**src/rtl/fetch_ctrl.sv**
```systemverilog
// fetch_ctrl: instruction fetch controller, one outstanding imem request.
// Define FETCH_CTRL_PERF_EN to add fetch_count/redirect_count outputs.
module fetch_ctrl #(
    parameter logic [31:0] RESET_PC      = 32'h0000_8000,
    parameter logic [1:0]  NOT_EXCEPTION = 2'b00
) (
    input  logic        clk,
    input  logic        rst_n,
    input  logic        stall,
    input  logic        jump,
    input  logic [31:0] c,
    input  logic [1:0]  exception_cause,
    input  logic [31:0] exception_handling_addr,
    output logic        imem_req,
    output logic [31:0] imem_addr,
    input  logic        imem_ack,
    input  logic [31:0] imem_rdata,
    output logic        if_valid,
    output logic [31:0] if_pc,
    output logic [31:0] if_ir,
    input  logic        if_ready
`ifdef FETCH_CTRL_PERF_EN
    ,
    output logic [31:0] fetch_count,
    output logic [31:0] redirect_count
`endif
);

    localparam logic [31:0] NOP = 32'h0000_0013;

    typedef enum logic [1:0] {
        BOOT,
        FETCH,
        HOLD,
        KILL
    } state_e;

    state_e      state_q;
    logic [31:0] pc_q;
    logic [31:0] addr_q;
    logic        req_q;
    logic        valid_q;
    logic [31:0] if_pc_q;
    logic [31:0] if_ir_q;

    logic        redirect_d;
    logic [31:0] target_d;
    logic        xfer_d;
    logic [31:0] pc_inc_d;

    assign redirect_d = jump || (exception_cause != NOT_EXCEPTION);
    assign target_d   = jump ? c : exception_handling_addr;
    assign xfer_d     = valid_q && if_ready && !stall;
    assign pc_inc_d   = pc_q + 32'd4;

    assign imem_req  = req_q;
    assign imem_addr = addr_q;
    assign if_valid  = valid_q;
    assign if_pc     = if_pc_q;
    assign if_ir     = if_ir_q;

    // Fetch sequencing; KILL waits out a stale response before refetching
    always_ff @(posedge clk or negedge rst_n) begin
        if (!rst_n) begin
            state_q <= BOOT;
            pc_q    <= RESET_PC;
            addr_q  <= RESET_PC;
            req_q   <= 1'b0;
            valid_q <= 1'b0;
            if_pc_q <= 32'd0;
            if_ir_q <= NOP;
        end else begin
            unique case (state_q)
                BOOT: begin
                    state_q <= FETCH;
                    req_q   <= 1'b1;
                    valid_q <= 1'b0;
                    pc_q    <= redirect_d ? target_d : RESET_PC;
                    addr_q  <= redirect_d ? target_d : RESET_PC;
                end
                FETCH: begin
                    if (redirect_d) begin
                        pc_q    <= target_d;
                        valid_q <= 1'b0;
                        if (imem_ack) begin
                            addr_q <= target_d;
                        end else begin
                            state_q <= KILL;
                        end
                    end else if (imem_ack) begin
                        if_pc_q <= pc_q;
                        if_ir_q <= imem_rdata;
                        valid_q <= 1'b1;
                        pc_q    <= pc_inc_d;
                        if (xfer_d) begin
                            addr_q <= pc_inc_d;
                        end else begin
                            state_q <= HOLD;
                            req_q   <= 1'b0;
                        end
                    end else if (xfer_d) begin
                        valid_q <= 1'b0;
                    end
                end
                HOLD: begin
                    if (redirect_d) begin
                        pc_q    <= target_d;
                        addr_q  <= target_d;
                        valid_q <= 1'b0;
                        req_q   <= 1'b1;
                        state_q <= FETCH;
                    end else if (xfer_d) begin
                        addr_q  <= pc_q;
                        valid_q <= 1'b0;
                        req_q   <= 1'b1;
                        state_q <= FETCH;
                    end
                end
                KILL: begin
                    if (imem_ack) begin
                        state_q <= FETCH;
                        pc_q    <= redirect_d ? target_d : pc_q;
                        addr_q  <= redirect_d ? target_d : pc_q;
                    end else if (redirect_d) begin
                        pc_q <= target_d;
                    end
                end
                default: begin
                    state_q <= BOOT;
                end
            endcase
        end
    end

`ifdef FETCH_CTRL_PERF_EN
    logic [31:0] fetch_cnt_q;
    logic [31:0] redir_cnt_q;

    assign fetch_count    = fetch_cnt_q;
    assign redirect_count = redir_cnt_q;

    // Count accepted transfers and cycles with a redirect request
    always_ff @(posedge clk or negedge rst_n) begin
        if (!rst_n) begin
            fetch_cnt_q <= 32'd0;
            redir_cnt_q <= 32'd0;
        end else begin
            if (xfer_d) fetch_cnt_q <= fetch_cnt_q + 32'd1;
            if (redirect_d) redir_cnt_q <= redir_cnt_q + 32'd1;
        end
    end
`endif

endmodule

```
**config.mk**
```make
export PLATFORM = sky130hd
export DESIGN_NAME = fetch_ctrl
export DESIGN_NICKNAME = d
export VERILOG_FILES = /design/src/rtl/fetch_ctrl.sv
export SDC_FILE = /design/constraint.sdc
export NUM_CORES = 1
export LEC_CHECK = 0
export CAP_MARGIN = 10
export CELL_PAD_IN_SITES_DETAIL_PLACEMENT = 1
export CELL_PAD_IN_SITES_GLOBAL_PLACEMENT = 2
export CORE_MARGIN = 2
export CORE_UTILIZATION = 29
export DETAILED_ROUTE_END_ITERATION = 10
export GPL_TIMING_DRIVEN = 0
export MAX_ROUTING_LAYER = met4
export PLACE_DENSITY_LB_ADDON = 0.1
export SYNTH_ARGS = -nofsm -noshare
export SYNTH_HDL_FRONTEND = slang
export SYNTH_SLANG_ARGS = --single-unit
```
**constraint.sdc**
```tcl
create_clock -name clk -period 2.85 [get_ports clk]
set_input_delay 0.57 -clock clk [delete_from_list [all_inputs] [get_ports clk]]
set_output_delay 0.57 -clock clk [all_outputs]
set_load 0.1 [all_outputs]
```
; Word level (Yosys, flattened, before mapping)
; Cells that the tools add are included.
[totals]
regBits = 132
wordCells = 66
[op_classes]
add_sub_neg = 1
eq_ne = 12
mux = 33
bitwise = 1
n_reduce_logical = 12
[op_table]
columns = op, n
row1 = $mux 32, 12
row2 = $pmux 32 s4, 1
row3 = $pmux 32 s3, 1
row4 = $add 32x3->32 const B, 1
row5 = $ne 3x3->1 const B, 5
row6 = $mux 2, 7
row7 = $reduce_and 5->1, 2
row8 = $mux 1, 9
row9 = $ne 2x2->1 const B, 4
row10 = $pmux 2 s4, 1
row11 = $pmux 1 s3, 2
row12 = $eq 2x2->1 const B, 2
row13 = $reduce_and 4->1, 1
row14 = $reduce_and 3->1, 1
row15 = $reduce_bool 3->1, 1
row16 = $eq 2x1->1 const B, 1
row17 = $logic_and 1x1->1, 2
row18 = $logic_not 2->1, 1
row19 = $reduce_bool 2->1, 1
row20 = $reduce_or 2->1, 1
row21 = $logic_not 1->1, 1
row22 = $logic_or 1x1->1, 1
row23 = $not 1->1, 1

; Depth between registers and ports, before layout
; Gate-level depths: netlist (run 1).
[logic_depth]
ltp_word = 6
depth_mapped = 10

; Worst setup path after synthesis (run 1)
; OpenSTA, ideal clock, no wires.
[synth_timing]
kind = register -> register
start = reg valid_q, in the netlist if_valid
end = reg addr_q[11], in the netlist imem_addr[11]
setup_time_ns = 0.125
arrival_time_ns = 2.333
required_ns = 2.725
slack_ns = 0.392
stages_incl_launch_ff = 6
n_path_buf = 1
synth_period_minus_slack_ns = 2.458
cell_sequence = dfrtp_1 and3b_1 o21ai_0 a21oi_2 buf_2 mux2_2
[synth_via]
elab_chain_cells = 4
word_cells_on_any_way = 5
[synth_lines]
columns = item, line
row1 = start: declaration, 42  ; logic valid_q;
row2 = start signal: assignment, 69  ; valid_q <= 1'b0;
row3 = start signal: assignment, 77  ; valid_q <= 1'b0;
row4 = start signal: assignment, 84  ; valid_q <= 1'b0;
row5 = $logic_and 1x1->1 (*) (2 in a row), 53  ; assign xfer_d = valid_q && if_ready && !stall;
row6 = $ne 3x3->1 (no line), n/a
row7 = $reduce_and 4->1 (no line) (*), n/a
row8 = end signal: assignment, 79  ; addr_q <= redirect_d ? target_d : RESET_PC;
row9 = end signal: assignment, 86  ; addr_q <= target_d;
row10 = end signal: assignment, 96  ; addr_q <= pc_inc_d;
row11 = end: declaration, 40  ; logic [31:0] addr_q;
; Mark *: on every way between the ends. The rest lies on a longest branch, timed or not.
; A chain may end at the register's enable or synchronous reset.

; Worst setup path after layout (run 1)
[layout_timing]
start = in exception_cause[0]
end = reg pc_q[0]
[layout_via]
elab_chain_cells = 4
word_cells_on_any_way = 7
[layout_lines]
columns = item, line
row1 = start: declaration, 12  ; input logic [1:0] exception_cause,
row2 = $reduce_bool 2->1 (*), 51  ; assign redirect_d = jump || (exception_cause != NOT_EXCEPTION);
row3 = $logic_or 1x1->1 (*), 51
row4 = "$mux 32, on equally long branches", n/a
row5 = $pmux 32 s3, 73  ; unique case (state_q)
row6 = end signal: assignment, 78  ; pc_q <= redirect_d ? target_d : RESET_PC;
row7 = end signal: assignment, 83  ; pc_q <= target_d;
row8 = end signal: assignment, 94  ; pc_q <= pc_inc_d;
row9 = end: declaration, 39  ; logic [31:0] pc_q;
; Marks and branches as above.

==> results of run 1 <==
cell usage in the layout (no fill, tap or decap), types with 17 or more instances in the layout:
master | Yosys | layout
o31ai_1 | 17 | 17
clkdlybuf4s50_1 | 0 | 198
clkbuf_1 | 30 | 18
o21ai_0 | 34 | 33
clkbuf_16 | 0 | 17
mux2_2 | 83 | 83
nand2_1 | 64 | 63
nor2_1 | 48 | 47
dfrtp_1 | 127 | 127
a21oi_1 | 30 | 30
kinds of logic after synthesis:
family                   after synthesis
AND/OR/NAND/NOR                      203
AO/OA/AOI/OAI                        166
flip-flops                           132
multiplexers                         100
buffers and inverters                 64
adder cells (fa/ha/maj)                6
XOR/XNOR                               2
metrics by stage:
step / area (µm²) / util, % / setup slack, ns / hold WS (ns) / setup TNS, ns
after floorplan: 6930 / - / 0.392 / 0.274 / 0
after global placement: 9330 / 39.8 / -4.25 / 0.469 / -649.52
after detailed placement: 9370 / 39.9 / -0.792 / 0.478 / -57.35
after CTS: 10000 / 42.8 / 0.00296 / 0.165 / 0
after global routing: 10100 / 43.1 / 0.00180 / 0.167 / 0
final: 10100 / 43.1 / 0.0549 / 0.139 / 0
area by class of cell:
type	instances	area [µm²]	area share (%)
clock buffer	18	439	4.34
buffer	49	229	2.26
clock inverter	14	164	1.62
multi-input combinational	477	3440	34.0
sequential	132	3310	32.7
inverter	12	45.0	0.445
timing repair buffer	209	2090	20.7
tap	319	399	3.95
layer usage:
| metal | share of wire [%] | global-route usage [%] | vias up |
|---|---|---|---|
| met1 | 44 | 30.4 | 3249 |
| li1 | - | - | 2950 |
| met2 | 48 | 39.2 | 212 |
| met3 | 5.6 | 5.42 | 36 |
| met4 | 2.1 | 6.82 | 0 |
| met5 | 0 | - | - |
what timing repair did:
item,in CTS,in global routing
gates cloned,0,0
buffers inserted,2,5
pin swaps,1,2
setup endpoints to repair,78,44
resized for setup,19,18
critical path: stages:
cell and delay, ns:
clkdlybuf4s50_1 0.68, or3_1 0.17, buf_2 0.31, or3_1 0.20, clkbuf_1 0.67, nand2_1 0.23
a32o_1 0.27
worst max path at each step:
stage,start,cells past startpoint,slack (ns),to
final,exception_cause[0],7,0.05,pc_q[0]
after global routing,exception_cause[0],9,0.002,imem_addr[28]
after CTS,state_q[0],10,0.003,imem_addr[15]
after detailed placement,exception_cause[1],6,-0.79,pc_q[2]
after global placement,rst_n,1,-4.25,if_pc[16]
after floorplan,if_valid,5,0.39,imem_addr[11]
flip-flops by register name, indices dropped and copies added, names as in the netlist:
signal and flops:
if_valid 1, pc_q 32, if_ir 32, state_q 2
imem_req 1, imem_addr 32, if_pc 32
==> metrics, run 1 <==
Area contributors post-synth=dfrtp_1, mux2_2, nand2_1; number of flops mapped to enable cells by yosys=0; Fin. Hold Viols=0; Cells after Synth=673; actual slew at the worst max-slew pin=1.03 ns; Worst Path Max Fanout=10; syn nets=783; HPWL after DPL=21000 µm; io pins=202; vias per inst=5.24; DRC viols=0; Synth Flop Type=dfrtp_1; fill count=2589; Async SR Flop Fraction=100%; Seq/Total Area, Yosys=47.8%; Critical Path Start Type=input port; Final min period=2.80 ns; largest family of logic cells by synthesized area=compound AO/OA/AOI/OAI gates; initial DRC count=352; Mapped Area=6930 µm²; clk buf depth=2; count of final setup violators=0; cell taking the most area after synthesis=dfrtp_1; CTS Root Cell=clkbuf_16; min-delay worst type=in2async; Post-synth top cells=dfrtp_1, mux2_2, nand2_1, nor2_1, o21ai_0; Post-layout nets=1008; Syn Area/Cell=10.3 µm²; die height=159 µm; PortBufs=200; clk sinks=132; final WL=28800 µm; fin crit share=98.1%; top-count cell post-synth=dfrtp_1; Via Count=6447; WS Path Type=in2reg; Yosys warning total=0; slew margin rel.=31.3%; vias in the first global route=6918; FF+latch count, synth=132; TritonCTS Buffers=17; pin count of the biggest net entering global routing=72; GR Util All Layers=24.2%; total grt overflow=0; Row Count=56; Worst-path clk slew=0.06 ns; r2r setup slk=0.22 ns; initial antenna violation count=0; layout cells sized above 1=19.6%; Synth Area in Simple Gates=14.7%; post-synthesis xor/xnor area fraction=0.253%; gp weighted congestion=0.856; Area Growth Syn to Fin=45.9%; CORE AREA=23500 µm²; H-tree levels=4; Distinct cells, synth=72; antenna-violating nets left=0; FMAX=358 MHz; Layout Skew=0.0126 ns; worst skew pair latency=0.44 ns; Max Transition Viols Final=0; global-route wire length before repair=43000 µm; RSZ-0062 raised after global routing=no; Cell Count, Final, Fillers Out=1230; die outline area=25200 µm²; Initial Utilization=29.5%; Antenna Diode Count=0; width of the die=159 µm; Compound-Gate Fraction of Synth Area=16.4%; worst reg2reg endpoint=imem_addr[27]; Critical Path RT=3.17 ns; Critical Path Sink Type=register; # hold bufs at CTS=0; share of the synthesized area in the top cell type=45.9%; Reg2Reg Launch Point=state_q[0]; multiplexer area fraction after synthesis=16.0%; R2R depth=9; wire per inst=23.4 µm; crit path DAT=3.11 ns; First-pass DRT Iterations=5; Synth Area in Adders=1.08%; status=completed; number of max-cap violations=0; Post-Place Cells=1194; CTS tree=done
Power of run 1 is left out: the tool's default activity adds up to more than one toggle a clock period on the data nets, which glitch-free logic cannot reach.
==> run 2: changes to the inputs <==
--- a/config.mk
+++ b/config.mk
@@ -14,6 +14,8 @@
 export GPL_TIMING_DRIVEN = 0
 export MAX_ROUTING_LAYER = met4
 export PLACE_DENSITY_LB_ADDON = 0.1
+export SLEW_MARGIN = 20
 export SYNTH_ARGS = -nofsm -noshare
 export SYNTH_HDL_FRONTEND = slang
 export SYNTH_SLANG_ARGS = --single-unit
+export TNS_END_PERCENT = 100
==> metrics, run 2 (same netlist as run 1, synthesis figures left out) <==
r2r setup slk=0.08 ns (was 0.22 ns); crit-path leading delay family=buffers and inverters (unchanged); final core occ=43.0% (was 43.1%); clk buf depth=2 (unchanged); GR Util All Layers=24.1% (was 24.2%); Critical Path Sink Type=register (unchanged); antenna-violating nets left=0 (unchanged); WS Path Type=in2reg (unchanged); worst stage delay on the critical path=0.84 ns (was 0.68 ns); initial antenna violation count=0 (unchanged); pin count of the biggest net entering global routing=72 (unchanged); CP cell instances=clkdlybuf4s50_1, buf_2, buf_1, a22oi_1, nor2_1, nor3_2, o21ai_0 (was clkdlybuf4s50_1, or3_1, buf_2, or3_1, clkbuf_1, nand2_1, a32o_1); most frequent cells in the layout=clkdlybuf4s50_1, dfrtp_1, mux2_2 (unchanged); layout cells sized above 1=19.8% (was 19.6%); PortBufs=200 (unchanged); io pins=202 (unchanged); number of cells on the critical path=7 (unchanged); Multi-input gate area=3450 µm² (was 3440 µm²); CTS Root Cell=clkbuf_16 (unchanged); number of max-cap violations=0 (unchanged); gp weighted congestion=0.856 (unchanged); Setup crit start=jump (was exception_cause[0]); Layout Skew=0.0130 ns (was 0.0126 ns); total grt overflow=0 (unchanged); min-delay worst type=in2async (unchanged); DRC viols=0 (unchanged); vias per inst=5.24 (about the same); die outline area=25200 µm² (unchanged); Antenna Diode Count=0 (unchanged); worst skew pair latency=0.44 ns (about the same); status=completed (unchanged); fin crit share=97.1% (was 98.1%); Max Transition Viols Final=0 (unchanged); flip-flop and latch area=3310 µm² (unchanged); Reg2Reg Launch Point=pc_q[15] (was state_q[0]); Slowest-stage cell, CP=buf_1 (was clkdlybuf4s50_1); Area Growth Syn to Fin=45.8% (was 45.9%); Buf/Inv on CP=3 (unchanged); die height=159 µm (unchanged); Via Count=6448 (was 6447); clk sinks=132 (unchanged); H-tree levels=4 (unchanged); width of the die=159 µm (unchanged); crit path DAT=3.11 ns (about the same); fill count=2600 (was 2589); Critical Path RT=3.19 ns (was 3.17 ns); worst reg2reg endpoint=imem_addr[29] (was imem_addr[27]); TritonCTS Buffers=17 (unchanged); RSZ-0062 raised after global routing=no (unchanged); Worst-path clk slew=0.06 ns (about the same); wire per inst=23.5 µm (was 23.4 µm); commonest non-fill, non-tap cell in the layout=clkdlybuf4s50_1 (unchanged); First-pass DRT Iterations=5 (unchanged); Post-layout nets=1009 (was 1008); final WL=29000 µm (was 28800 µm); Row Count=56 (unchanged); actual slew at the worst max-slew pin=1.08 ns (was 1.03 ns); CORE AREA=23500 µm² (unchanged); Fin. Hold Viols=0 (unchanged); HPWL after DPL=20900 µm (was 21000 µm); FMAX=361 MHz (was 358 MHz); Worst Path Max Fanout=10 (unchanged); Critical Path Start Type=input port (unchanged); initial DRC count=336 (was 352); Setup crit end=imem_addr[29] (was pc_q[0]); slew margin rel.=28.1% (was 31.3%); CTS tree=done (unchanged); Final min period=2.77 ns (was 2.80 ns); Initial Utilization=29.5% (unchanged); vias in the first global route=6912 (was 6918); global-route wire length before repair=42700 µm (was 43000 µm); R2R depth=5 (was 9); count of final setup violators=0 (unchanged)
run 2: through the flow:
stage          instance area [µm²]  TNS [ns]  std cells  hold slack (ns)  setup slack, ns
6_report                     10100         0       1231           0.0830           0.0829
5_1_grt                      10100         0       1231            0.119          0.00588
4_1_cts                      10000         0       1225            0.101           0.0369
3_5_place_dp                  9370    -65.05       1193            0.475           -0.759
3_3_place_gp                  9330   -649.52       1192            0.469            -4.25
2_1_floorplan                 6930         0        673            0.274            0.392
run 2: how the worst min path moves through the flow:
stage / startpoint / to / cells after the start
finish: rst_n / if_pc[28] / 1
global route: rst_n / if_pc[23] / 1
CTS: rst_n / if_pc[23] / 1
detailed placement: imem_addr[2] / imem_addr[2] / 2
global placement: imem_addr[2] / imem_addr[2] / 2
floorplan: rst_n / if_ir[10] / 0
run 2: cell type report:
class                   instances  share of cell area, %
clock buffers                  18                   4.25
clock inverters                14                   1.41
inverters                      12                  0.446
repair buffers                209                   20.7
plain buffers                  50                   2.32
well taps                     319                   3.95
flip-flops and latches        132                   32.8
multi-input cells             477                   34.1
run 2: what timing repair did:
action,4_1_cts,5_1_grt
hold buffers,0,0
setup endpoints to repair,115,35
endpoints found under the hold margin,0,0
resized for setup,23,12
pin swaps,2,2
setup buffers,2,6
run 2: per-layer routing:
layer  global-route usage [%]  part of all wire (%)  vias up
met2                     39.4                    49      196
met3                     4.55                   4.8       38
met5                        -                     0        -
met4                     7.16                   1.9        0
li1                         -                     -     2952
met1                     30.6                    44     3262
run 2: worst register-to-register path, delay by kind of cell (launching register included):
kind	cells	cell delay [ns]
and+or+nand+nor	3	1.58
DFF	1	0.65
AOI/OAI and AO/OA	2	0.41
Power of run 2 is left out for the same reason.
==> run 3: changes to the inputs <==
--- a/config.mk
+++ b/config.mk
@@ -11,7 +11,7 @@
 export CORE_MARGIN = 2
 export CORE_UTILIZATION = 29
 export DETAILED_ROUTE_END_ITERATION = 10
-export GPL_TIMING_DRIVEN = 0
+export GPL_TIMING_DRIVEN = 1
 export MAX_ROUTING_LAYER = met4
 export PLACE_DENSITY_LB_ADDON = 0.1
 export SLEW_MARGIN = 20
==> constraint.sdc (replaced) <==
create_clock -name clk -period 2.85 [get_ports clk]
set_input_delay 0.855 -clock clk [delete_from_list [all_inputs] [get_ports clk]]
set_output_delay 0.855 -clock clk [all_outputs]
set_load 0.1 [all_outputs]
==> metrics, run 3 (same netlist as run 1, synthesis figures left out) <==
met3 WL=898 µm (was 1400 µm); R2R depth=7 (was 5); clk buf depth=2 (unchanged); Critical Path Start Type=input port (unchanged); status=completed (unchanged); io pins=202 (unchanged); Critical Path RT=3.20 ns (was 3.19 ns); r2r setup slk=0.39 ns (was 0.08 ns); TritonCTS Buffers=17 (unchanged); count of final setup violators=0 (unchanged); width of the die=159 µm (unchanged); # hold bufs at CTS=0 (unchanged); CORE AREA=23500 µm² (unchanged); final setup margin=0.289 ns (was 0.0829 ns); setup bufs post-CTS=0 (was 2); WS Path Type=in2reg (unchanged); post_cts resized=0 (was 23); design area=9980 µm² (was 10100 µm²); Max Transition Viols Final=0 (unchanged); final WL=26600 µm (was 29000 µm); Worst-path clk slew=0.06 ns (about the same); top routing layer in use=met4 (unchanged); GR Util All Layers=22.6% (was 24.1%); Row Count=56 (unchanged); FMAX=390 MHz (was 361 MHz); First-pass DRT Iterations=4 (was 5); Worst Path Max Fanout=7 (was 10); RSZ-0062 raised after global routing=no (unchanged); DRC viols=0 (unchanged); antenna-violating nets left=0 (unchanged); Area Growth Syn to Fin=44.0% (was 45.8%); commonest non-fill, non-tap cell in the layout=buf_4 (was clkdlybuf4s50_1); Post-Place Cells=1203 (was 1193); wire length on met2=13500 µm (was 14200 µm); die height=159 µm (unchanged); Initial Utilization=29.5% (unchanged); min-delay worst type=in2async (unchanged); worst stage delay on the critical path=0.54 ns (was 0.84 ns); layout cells sized above 1=32.6% (was 19.8%); gp weighted congestion=0.863 (was 0.856); Fin. Hold Viols=0 (unchanged); Cell Count, Final, Fillers Out=1235 (was 1231); initial DRC count=299 (was 336); placed cell area=9410 µm² (was 9370 µm²); worst reg2reg endpoint=pc_q[7] (was imem_addr[29]); worst skew pair latency=0.42 ns (was 0.44 ns); HPWL after DPL=19800 µm (was 20900 µm); vias per inst=5.19 (was 5.24); Final min period=2.56 ns (was 2.77 ns); actual slew at the worst max-slew pin=0.577 ns (was 1.08 ns); H-tree levels=4 (unchanged); number of max-cap violations=0 (unchanged); Critical Path Sink Type=register (unchanged); die outline area=25200 µm² (unchanged); Post-layout nets=1013 (was 1009); CTS tree=done (unchanged); vias in the first global route=6914 (was 6912); total grt overflow=0 (unchanged); Antenna Diode Count=0 (unchanged); PortBufs=201 (was 200); initial antenna violation count=0 (unchanged); pin count of the biggest net entering global routing=83 (was 72); Setup TNS Final=0 ns (unchanged); crit path DAT=2.91 ns (was 3.11 ns); wire per inst=21.5 µm (was 23.5 µm); clk sinks=132 (unchanged); Layout Skew=0.00902 ns (was 0.0130 ns); CP cell instances=clkdlybuf4s50_1, buf_4, or4_1, buf_4, o41ai_1, mux2_2 (was clkdlybuf4s50_1, buf_2, buf_1, a22oi_1, nor2_1, nor3_2, o21ai_0); CTS Root Cell=clkbuf_16 (unchanged); Reg2Reg Launch Point=state_q[0] (was pc_q[15]); most frequent cells in the layout=buf_4, dfrtp_1, clkdlybuf4s50_1 (was clkdlybuf4s50_1, dfrtp_1, mux2_2); fin crit share=89.9% (was 97.1%); global-route wire length before repair=40800 µm (was 42700 µm); Post-Route M1 WL=11500 µm (was 12800 µm); Via Count=6414 (was 6448); Slowest-stage cell, CP=or4_1 (was buf_1); slew margin rel.=61.5% (was 28.1%); pre-CTS setup slack=-0.127 ns (was -0.759 ns); CP dominant cell by count=buf_4
-- run 3: how the worst max path moves through the flow --
stage	cells past startpoint	startpoint	end	slack, ns
finish	6	exception_cause[1]	imem_addr[19]	0.29
global route	6	exception_cause[1]	imem_addr[19]	0.15
CTS	6	exception_cause[1]	imem_addr[19]	0.30
detailed placement	6	exception_cause[1]	imem_addr[19]	-0.13
global placement	8	exception_cause[1]	imem_addr[11]	-0.02
floorplan	6	jump	imem_addr[16]	0.38
-- run 3: routing by layer --
metal / global-route usage [%] / vias to the layer above
met5: - / -
met3: 3.18 / 36
li1: - / 2954
met4: 7.46 / 0
met1: 28.0 / 3266
met2: 38.1 / 158
-- run 3: critical path: cells and delay by family --
| kind | cells | cell delay [ns] |
|---|---|---|
| mux | 1 | 0.24 |
| compound gates | 1 | 0.45 |
| buf+inv | 3 | 0.82 |
| simple gates | 1 | 0.54 |
-- run 3: cell type report --
type | count | area (µm²)
fill | 2624 | 13500
sequential | 132 | 3310
inverter | 12 | 45.0
multi-input combinational | 477 | 3370
clock inverter | 13 | 111
tap | 319 | 399
clock buffer | 19 | 453
timing repair buffer | 263 | 2290
-- run 3: through the flow --
step	utilization [%]	hold slack [ns]
after floorplan	-	0.484
after global placement	40.1	0.471
after detailed placement	40.1	0.474
after CTS	42.5	0.254
after global routing	42.5	0.262
final	42.5	0.262
Power of run 3 is left out for the same reason.
